===== src/rtl/wb_master_bridge.sv =====
// Pipeline-to-Wishbone B4 classic master bridge.
// Latches one read/write request from the core pipeline, runs a classic
// Wishbone cycle, re-issues after slave errors up to MAX_RETRY times and
// aborts with a timeout indication if the slave never answers.
module wb_master_bridge #(
    parameter int DW        = 32,
    parameter int AW        = 32,
    parameter int SELW      = DW / 8,
    parameter int MAX_RETRY = 2,
    parameter int TIMEOUT   = 255,
    parameter int TW        = 8
) (
    input  logic            clk_i,
    input  logic            rst_ni,
    // pipeline side
    input  logic [DW-1:0]   wbm_dat_i,
    input  logic [AW-1:0]   wbm_addr_i,
    input  logic [SELW-1:0] wbm_sel_i,
    input  logic            wbm_we_i,
    input  logic            wbm_re_i,
    output logic            wbm_ack_o,
    output logic            wbm_err_o,
    output logic [DW-1:0]   wbm_dat_o,
    output logic            wbm_busy_o,
    output logic            wbm_timeout_o,
    // Wishbone side
    input  logic [DW-1:0]   wbs_dat_i,
    input  logic            wbs_ack_i,
    input  logic            wbs_err_i,
    output logic            wbs_cyc_o,
    output logic            wbs_stb_o,
    output logic [DW-1:0]   wbs_dat_o,
    output logic [AW-1:0]   wbs_addr_o,
    output logic            wbs_we_o,
    output logic [SELW-1:0] wbs_sel_o
);

    // Retry counter must hold values 0..MAX_RETRY; keep at least one bit.
    localparam int RW = (MAX_RETRY < 1) ? 1 : $clog2(MAX_RETRY + 1);

    typedef enum logic [2:0] {
        S_IDLE,
        S_ACTIVE,
        S_GAP,
        S_RESP_OK,
        S_RESP_ERR
    } state_t;

    state_t          state, state_d;
    logic [TW-1:0]   tcnt, tcnt_d;
    logic [RW-1:0]   rcnt, rcnt_d;

    // Next values of every registered output.
    logic            cyc_d;
    logic            we_d;
    logic [AW-1:0]   addr_d;
    logic [DW-1:0]   wdat_d;
    logic [SELW-1:0] sel_d;
    logic [DW-1:0]   rdat_d;
    logic            ack_d;
    logic            err_d;
    logic            tmo_d;

    // Next-state and next-output computation; everything is registered below.
    always_comb begin
        state_d = state;
        tcnt_d  = tcnt;
        rcnt_d  = rcnt;
        cyc_d   = wbs_cyc_o;
        we_d    = wbs_we_o;
        addr_d  = wbs_addr_o;
        wdat_d  = wbs_dat_o;
        sel_d   = wbs_sel_o;
        rdat_d  = wbm_dat_o;
        ack_d   = 1'b0;
        err_d   = 1'b0;
        tmo_d   = 1'b0;

        case (state)
            S_IDLE: begin
                tcnt_d = '0;
                rcnt_d = '0;
                if (wbm_we_i || wbm_re_i) begin
                    // Write wins when both request lines are high.
                    we_d    = wbm_we_i;
                    addr_d  = wbm_addr_i;
                    wdat_d  = wbm_dat_i;
                    sel_d   = wbm_sel_i;
                    cyc_d   = 1'b1;
                    state_d = S_ACTIVE;
                end
            end

            S_ACTIVE: begin
                if (wbs_ack_i) begin
                    cyc_d   = 1'b0;
                    ack_d   = 1'b1;
                    state_d = S_RESP_OK;
                    if (!wbs_we_o) begin
                        rdat_d = wbs_dat_i;
                    end
                end else if (wbs_err_i && (rcnt < RW'(MAX_RETRY))) begin
                    cyc_d   = 1'b0;
                    rcnt_d  = rcnt + RW'(1);
                    state_d = S_GAP;
                end else if (wbs_err_i) begin
                    cyc_d   = 1'b0;
                    err_d   = 1'b1;
                    state_d = S_RESP_ERR;
                end else if (tcnt == TW'(TIMEOUT - 1)) begin
                    // Silent slave: abort, never retried.
                    cyc_d   = 1'b0;
                    err_d   = 1'b1;
                    tmo_d   = 1'b1;
                    state_d = S_RESP_ERR;
                end else begin
                    tcnt_d = tcnt + TW'(1);
                end
            end

            S_GAP: begin
                // One idle bus cycle, then re-issue the latched request.
                tcnt_d  = '0;
                cyc_d   = 1'b1;
                state_d = S_ACTIVE;
            end

            S_RESP_OK, S_RESP_ERR: begin
                tcnt_d  = '0;
                rcnt_d  = '0;
                state_d = S_IDLE;
            end

            default: begin
                tcnt_d  = '0;
                rcnt_d  = '0;
                cyc_d   = 1'b0;
                state_d = S_IDLE;
            end
        endcase
    end

    // State, counters and all outputs registered; reset drops the bus at once.
    always_ff @(posedge clk_i or negedge rst_ni) begin
        if (!rst_ni) begin
            state         <= S_IDLE;
            tcnt          <= '0;
            rcnt          <= '0;
            wbs_cyc_o     <= 1'b0;
            wbs_stb_o     <= 1'b0;
            wbs_we_o      <= 1'b0;
            wbs_addr_o    <= '0;
            wbs_dat_o     <= '0;
            wbs_sel_o     <= '0;
            wbm_dat_o     <= '0;
            wbm_ack_o     <= 1'b0;
            wbm_err_o     <= 1'b0;
            wbm_timeout_o <= 1'b0;
            wbm_busy_o    <= 1'b0;
        end else begin
            state         <= state_d;
            tcnt          <= tcnt_d;
            rcnt          <= rcnt_d;
            wbs_cyc_o     <= cyc_d;
            wbs_stb_o     <= cyc_d;
            wbs_we_o      <= we_d;
            wbs_addr_o    <= addr_d;
            wbs_dat_o     <= wdat_d;
            wbs_sel_o     <= sel_d;
            wbm_dat_o     <= rdat_d;
            wbm_ack_o     <= ack_d;
            wbm_err_o     <= err_d;
            wbm_timeout_o <= tmo_d;
            wbm_busy_o    <= (state_d != S_IDLE);
        end
    end

endmodule


===== config.mk =====
export PLATFORM = sky130hd
export DESIGN_NAME = wb_master_bridge
export DESIGN_NICKNAME = d
export VERILOG_FILES = /design/src/rtl/wb_master_bridge.sv
export SDC_FILE = /design/constraint.sdc
export NUM_CORES = 1
export LEC_CHECK = 0
export BUFFER_PORTS_ARGS = -buffer_cell sky130_fd_sc_hd__buf_2
export CAP_MARGIN = 20
export CORE_UTILIZATION = 47
export DETAILED_ROUTE_END_ITERATION = 6
export GPL_TIMING_DRIVEN = 0
export MAX_ROUTING_LAYER = met4
export PLACE_DENSITY = 0.8
export SLEW_MARGIN = 20
export SYNTH_ARGS = -nofsm -noshare
export SYNTH_HDL_FRONTEND = slang
export SYNTH_SLANG_ARGS = --single-unit

===== constraint.sdc =====
create_clock -name clk_i -period 2.55 [get_ports clk_i]
set_clock_uncertainty 0.1 [all_clocks]
set_input_delay 0.255 -clock clk_i [delete_from_list [all_inputs] [get_ports clk_i]]
set_output_delay 0.255 -clock clk_i [all_outputs]
set_load 0.01 [all_outputs]

* Yosys cells after proc, flatten, opt, wreduce, memory -nomap -nowiden
Cells that the tools add are included.
** Word-level totals
- Bits in registers :: 119
- Bits of input ports :: 106
- Output and inout bits :: 107
- Logic and storage cells :: 72
** Cells by class
- $add $sub $neg :: 2
- Order comparisons :: 1
- Eq/ne operators :: 12
- Multiplexer cells :: 31
- Bitwise logic cells :: 3
- Reduce and logical (&&, ||, !) cells :: 10
** Operator list (number)
- $mux W8 :: 5
- $mux W1 :: 16
- $mux W3 :: 5
- $ne A2 B2 Y1 const B :: 6
- $pmux W3 S3 :: 1
- $reduce_and A3 Y1 :: 3
- $add A8 B1 Y8 const B :: 1
- $eq A8 B8 Y1 const B :: 1
- $eq A3 B2 Y1 const B :: 2
- $ne A5 B5 Y1 const B :: 1
- $mux W2 :: 2
- $pmux W1 S4 :: 1
- $pmux W2 S2 :: 1
- $reduce_and A4 Y1 :: 1
- $eq A3 B1 Y1 const B :: 1
- $eq A3 B3 Y1 const B :: 1
- $logic_not A3 Y1 :: 1
- $not A1 Y1 :: 3
- $reduce_bool A3 Y1 :: 1
- $add A2 B1 Y2 const B :: 1
- $lt A2 B2 Y1 const B :: 1
- $reduce_and A2 Y1 :: 1
- $reduce_or A2 Y1 :: 1
- $logic_and A1 B1 Y1 :: 1
- $logic_or A1 B1 Y1 :: 1

* Depth between registers and ports, before layout
Gate-level depths: netlist of run 1.
- Depth after elaboration :: 7
- Depth in mapped cells :: 7
- Mapped depth without buffers :: 5

* Worst setup path before layout of run 1
No wires, ideal clock.
- Path type :: register to register
- From :: register state[0]
- To :: register wbm_dat_o[0]
- Setup time :: 0.125 ns
- Arrival :: 1.629 ns
- Data required time :: 2.325 ns
- Slack :: 0.696 ns
- Stages on the path, launching flop included :: 6
- Clock period less this slack :: 1.854 ns
- Path through :: dfrtp_1 > buf_4 > or3b_4 > nor3b_4 > buf_6 > mux2_2
** On the way
- Word-level cells in the longest chain between the ends :: 2
** Ends and longest elaborated chain
- from (decl) :: line 49 : state_t state, state_d;
- from (signal assigned) :: line 161 : state <= state_d;
- $eq A3 B1 Y1 :: line 79 : case (state)
- $reduce_and A3 Y1 (no source line)
- to (signal assigned) :: line 170 : wbm_dat_o <= rdat_d;
- to (decl) :: line 23 : output logic [DW-1:0] wbm_dat_o,
No other way between the ends.
A chain may end at the register's enable or synchronous reset.

* Worst setup path after layout of run 1
- From :: register state[0]
- To :: register wbs_addr_o[12]
** On the way
- Word-level cells in the longest chain between the ends :: 2
** Ends and longest elaborated chain
- $logic_not A3 Y1 :: line 79
- $reduce_and A2 Y1 (no source line)
- to (signal assigned) :: line 167 : wbs_addr_o <= addr_d;
- to (decl) :: line 33 : output logic [AW-1:0] wbs_addr_o,
No other way between the ends.

==> metrics.txt, run 1 <==
Root Driver=clkbuf_8; Fin. Hold Viols=0; first-pass GRT wire length=21900 um; gp weighted congestion=0.823; RSZ-0062 raised after global routing=no; 1st-pass router iterations=5; crit path launch type=flip-flop; via count=4026; share of cells above drive strength 1=53.8%; top_reg_cell synth=dfrtp_1; Area Overhead vs Synth=60.4%; Synth area leaders=dfrtp_1, mux2_2, mux2i_1; Die X=102 um; Clock Sinks=119; initial DRC count=79; Fmax=470 MHz; worst reg2reg path startpoint=state[0]; Gate Count Post-Synth=315; synthesized cell area=0.00473 sq mm; worst hold stages=4; largest net degree at the start of global routing=68; post-CTS resize count=0; CP endpoint kind=flip-flop; status=completed; Peak supply drop=0.658 mV; crit path from=state[0]; Synth Area in Compound Gates=2.99%; post-DP HPWL=7730 um; CP top delay family=buffers and inverters; highest routed layer=met4; Core Box Area=0.00977 sq mm; Vias/cell=5.08; H-tree depth=4; all-layer global routing usage=29.8%; CTS tree=done; area of the multi-input gates=0.00162 sq mm; initial antenna violation count=0; Synth Area in Adders=0.529%; PD cells=1200 mW/mm^2; syn nets=423; vias in the first global route=4218; post-synthesis mux area share=24.9%; I/O pins=213; sequential share of the synthesized area=62.9%; Setup-failing EPs final=0; Reg clk slew, reported paths=0.06 ns; Period Utilization, post-route=83.4%; top cell type's share of synthesized area=62.9%; # Post-CTS Setup Buffers=0; number of fill cells in the layout=577; hold path start=wbs_ack_i; flop2flop setup slack=0.42 ns; cell row count=36; Distinct cells, synth=39; syn avg cell area=15.0 sq um; largest family of logic cells by synthesized area=multiplexers; Worst-Margin Slew=0.741 ns; wl on met1=5210 um; Synth Area in XOR/XNOR=0.185%; ys async rst share=100%; number of enable flip-flop cells after synthesis=0; Critical Path Max Stage Delay=0.39 ns; non-filler cells, final=793; Die Area=0.0105 sq mm; Slew Viols, Final=0; Sequential Area=0.00298 sq mm; critical path buffer and inverter count=4; gr ovfl total=0; met3 routed WL=897 um; Leak=3.61 nW; die height=102 um; Crit path arrival time=2.41 ns; Setup Total Neg Slack=0 ns; TritonCTS Buffers=17; worst-case reg-to-reg path depth=7; Clock Latency Late Sink=0.51 ns; Port Buf Inserts=211; slowest CP cell=mux2_2; Placed Cells=660; Avg WL per Cell=18.6 um; synth warn=0; WHS Endpoint=tcnt[2]; Setup Slack @ Placement=0.480 ns; antenna diode count=0; Starting Density=48.4%; cells along the critical path=buf_4 > nor3_1 > nor2b_1 > buf_2 > buf_4 > buf_4 > mux2_2; clock tree buffer depth=2; fin nets=757; post-layout min period=2.13 ns; Antenna Nets Post-Route=0; post-synth top area cell=dfrtp_1; drt total wl=14700 um; Hold-fix buffers, CTS=103; total design power=9.13 mW; final setup margin=0.423 ns; max cap viols=0; Critical Path RT=2.83 ns; register bit total from synthesis=119; crit path max fanout=10; CP most frequent cell=buf_4; Setup CP Type=reg2reg; Reg2Reg Capture Point=wbs_addr_o[12]; met2 wire len=7950 um; max_slew headroom=49.9%; simple-gate area share of the yosys netlist=5.68%; Hold Crit Class=in2reg; residual DRC count=0
## synthesized netlist by cell type, types with 2 or more instances
cell / number
inv_1: 5
nand2b_1: 5
nor3b_1: 2
nand2_1: 13
nor2_1: 4
nor3_1: 5
mux2i_1: 5
o21ai_0: 3
mux2_1: 2
and3_1: 2
a211oi_1: 2
nand4_1: 2
dfrtp_1: 119
mux2_2: 98
a21oi_1: 5
clkbuf_1: 5
o32ai_1: 2
o211ai_1: 2
buf_6: 3
buf_2: 5
nor4b_1: 2
and4_1: 2
buf_4: 5
ha_1: 2
## logic make-up after synthesis
| group | after synthesis |
|---|---|
| buffers and inverters | 23 |
| AO/OA/AOI/OAI | 20 |
| adder cells (fa/ha/maj) | 2 |
| AND/OR/NAND/NOR | 45 |
| multiplexers | 105 |
| XOR/XNOR | 1 |
| flip-flops | 119 |
## sequential cells by signal, summed over array words and instances (netlist names), 2 cells and up
signal      count
state           3
rcnt            2
wbs_sel_o       4
wbs_dat_o      32
wbm_dat_o      32
tcnt            8
wbs_addr_o     32
## layer usage
metal  vias to the layer above  global-route usage, %
li1                       1788                      -
met1                      1988                   29.3
met2                       193                   52.2
met3                        57                   8.48
met4                         0                   17.6
met5                         -                      -
## cells in the final DEF, fill, tap and decap left out, types with 3 or more instances in the layout
cell	Yosys	routed
o21ai_0	3	3
buf_2	5	215
mux2_2	98	98
a21oi_1	5	5
clkinvlp_4	0	3
mux2i_1	5	5
buf_6	3	4
clkbuf_8	0	5
clkinv_2	0	3
nor2_1	4	4
buf_4	5	5
dlygate4sd3_1	0	103
nand2b_1	5	5
dfrtp_1	119	119
nand2_1	13	13
inv_1	5	5
clkbuf_16	0	16
clkbuf_1	5	6
nor3_1	5	5
## worst register-to-register path: cells and delay by family, from the launching register on
kind | cells | cell delay [ns]
multiplexers | 1 | 0.40
buffers and inverters | 4 | 0.74
flip-flops | 1 | 0.36
AND/OR/NAND/NOR | 2 | 0.41
## report_power, final
part	total (mW)	switching (mW)	internal [mW]
sequential	3.32	0.535	2.78
combinational	3.52	1.69	1.83
clock	2.29	0.815	1.48
total	9.13	3.04	6.09
## how the worst max path moves through the flow
stage	to	depth (start not counted)
2_1_floorplan	wbm_dat_o[0]	5
3_3_place_gp	tcnt[4]	1
3_5_place_dp	wbs_addr_o[11]	7
4_1_cts	wbs_addr_o[5]	7
5_1_grt	wbs_addr_o[12]	7
6_report	wbs_addr_o[12]	7
## per-stage QoR
step	instance area [sq um]	utilization (%)	hold slack, ns
finish	7590	77.6	0.101
global route	7590	77.6	0.0991
CTS	7590	77.6	0.0731
detailed placement	5990	61.3	0.133
global placement	5950	60.9	0.368
floorplan	4730	-	-0.141
## cell type report
class                           instances  share of cell area (%)
Multi-Input combinational cell        173                    21.3
Buffer                                 18                    1.52
Inverter                                5                   0.247
Clock buffer                           22                    6.23
Timing Repair Buffer                  315                    27.9
Sequential cell                       119                    39.2
Clock inverter                          8                    1.29
Tap cell                              133                    2.19
No activity file was read; power rests on OpenSTA's default activity.
==> inputs of run 2 (changes only) <==
==> constraint.sdc (replaced) <==
create_clock -name clk_i -period 2 [get_ports clk_i]
set_clock_uncertainty 0.1 [all_clocks]
set_input_delay 0.2 -clock clk_i [delete_from_list [all_inputs] [get_ports clk_i]]
set_output_delay 0.2 -clock clk_i [all_outputs]
set_load 0.01 [all_outputs]
==> metrics.txt, run 2 (synthesized netlist as in run 1, its figures left out) <==
max cap viols=0 (unchanged); CP endpoint kind=flip-flop; worst-case reg-to-reg path depth=5 (-2); most common cell after layout, fill and taps aside=buf_2; via count=4139 (+2.8%); clock tree buffer depth=2 (unchanged); Worst-Margin Slew=0.704 ns (-0.0370 ns); status=completed; H-tree depth=4 (unchanged); crit path launch type=flip-flop; non-filler cells, final=804 (+1.4%); residual DRC count=0 (unchanged); flop2flop setup slack=0.002 ns (-0.42 ns); Antenna Nets Post-Route=0 (unchanged); Core Box Area=0.00977 sq mm (unchanged); RSZ-0062 raised after global routing=yes; PD cells=1560 mW/mm^2 (+30%); all-layer global routing usage=29.8% (+0.031 points); Slew Viols, Final=0 (unchanged); Period Utilization, post-route=99.9% (+16 points); cell row count=36 (unchanged); most frequent cells in the layout=buf_2, dfrtp_1, dlygate4sd3_1, mux2_2, mux2_4; Reg2Reg Capture Point=wbm_dat_o[8]; final setup margin=0.00176 ns (-0.421 ns); initial DRC count=125 (+58%); Fin. Hold Viols=0 (unchanged); Clock Latency Late Sink=0.51 ns (about the same); Starting Density=48.4% (unchanged); first-pass GRT wire length=22000 um (+0.35%); Die X=102 um (unchanged); initial antenna violation count=1 (+1); Hold Crit Class=in2reg; post-DP HPWL=7730 um (unchanged); Critical Path End=wbm_dat_o[8]; Cell Area, Placed=0.00599 sq mm (unchanged); Leak=3.78 nW (+4.6%); Clock Sinks=119 (unchanged); Placed Cells=660 (unchanged); share of cells above drive strength 1=55.5% (+1.7 points); crit path max fanout=7 (-3); top flop regs=wbm_dat_o x32, wbs_addr_o x32, wbs_dat_o x32; Reg clk slew, reported paths=0.06 ns (about the same); drt total wl=16100 um (+8.9%); Avg WL per Cell=20.0 um (+7.4%); Root Driver=clkbuf_8; Area Overhead vs Synth=66.4%; total design power=12.3 mW (+34%); post-layout min period=2.00 ns (-0.129 ns); Die Area=0.0105 sq mm (unchanged); Setup-failing EPs final=0 (unchanged); vias in the first global route=4259 (+0.97%); number of fill cells in the layout=528 (-8.5%); Vias/cell=5.15 (+1.4%); gr ovfl total=0 (unchanged); I/O pins=213 (unchanged); worst reg2reg path startpoint=state[1]; Setup Total Neg Slack=0 ns (unchanged); Setup CP Type=reg2reg; 1st-pass router iterations=4 (-1); Crit path arrival time=2.28 ns (-0.13 ns); gp weighted congestion=0.823 (unchanged); die height=102 um (unchanged); crit path from=state[1]; Setup Slack @ Placement=-0.0704 ns (-0.550 ns); TritonCTS Buffers=17 (unchanged); Peak supply drop=0.846 mV (+29%); largest net degree at the start of global routing=68 (unchanged); fin nets=767 (+1.3%); max_slew headroom=52.4% (+2.5 points); design area=0.00788 sq mm (+3.8%); Port Buf Inserts=211 (unchanged); Fmax=500 MHz (+6.5%); Critical Path RT=2.29 ns (-0.54 ns); CTS tree=done
[run 2: cell types whose count changed in the layout (fill, tap and decap cells not counted), sizes merged]
| cell | change |
|---|---|
| buf | +7 |
| clkbuf | +3 |
| diode | +1 |
[run 2: timing repair]
| action | 4_1_cts | 5_1_grt |
|---|---|---|
| pin swaps | 1 | 3 |
| endpoints found under the hold margin | 220 | 0 |
| gates cloned | 0 | 3 |
| resized for setup | 1 | 43 |
| setup endpoints to repair | 50 | 85 |
| setup buffers | 2 | 5 |
| hold buffers | 103 | 0 |
[run 2: worst min-delay path by stage]
stage,from,to,depth (start not counted)
2_1_floorplan,rst_ni,rcnt[0],0
3_3_place_gp,wbs_dat_i[16],wbm_dat_o[16],2
3_5_place_dp,rst_ni,wbs_addr_o[16],1
4_1_cts,wbs_ack_i,tcnt[2],4
5_1_grt,wbs_ack_i,tcnt[2],4
6_report,wbs_ack_i,tcnt[2],4
[run 2: cell type report]
class / count / area [sq um] / share of cell area, %
flip-flops and latches: 119 / 2980 / 37.8
repair buffers: 325 / 2250 / 28.6
multi-input cells: 173 / 1730 / 22.0
clock buffers: 22 / 473 / 6.01
well taps: 133 / 166 / 2.11
plain buffers: 18 / 153 / 1.94
clock inverters: 8 / 97.6 / 1.24
inverters: 5 / 18.8 / 0.238
diodes: 1 / 2.50 / 0.0318
[run 2: report_power, final]
part | leakage (nW) | internal (mW) | switching (mW) | total, mW
Clock | 0.275 | 1.88 | 1.07 | 2.95
Sequential | 1.43 | 3.55 | 0.736 | 4.29
Combinational | 2.08 | 2.72 | 2.32 | 5.04
Total | 3.78 | 8.16 | 4.12 | 12.3
[run 2: metal layers]
layer  up-vias  track usage [%]  wire length, um
met2       197             52.3             8710
met1      2075             29.0             5790
met5         -                -                0
met4         0             18.8              703
met3        54             8.14              854
li1       1813                -                -
[run 2: worst max-delay path, stage by stage, from the launching register on]
cell and delay, ns:
dfrtp_2 0.45, or3b_4 0.44, nor3b_4 0.20, buf_6 0.20, clkbuf_16 0.18, mux2_4 0.30
[run 2: stage by stage]
step                      hold slack, ns  util [%]
after floorplan                   -0.196         -
after global placement             0.319      60.9
after detailed placement          0.0776      61.3
after CTS                         0.0181      77.9
after global routing              0.0462      80.6
final                             0.0433      80.6
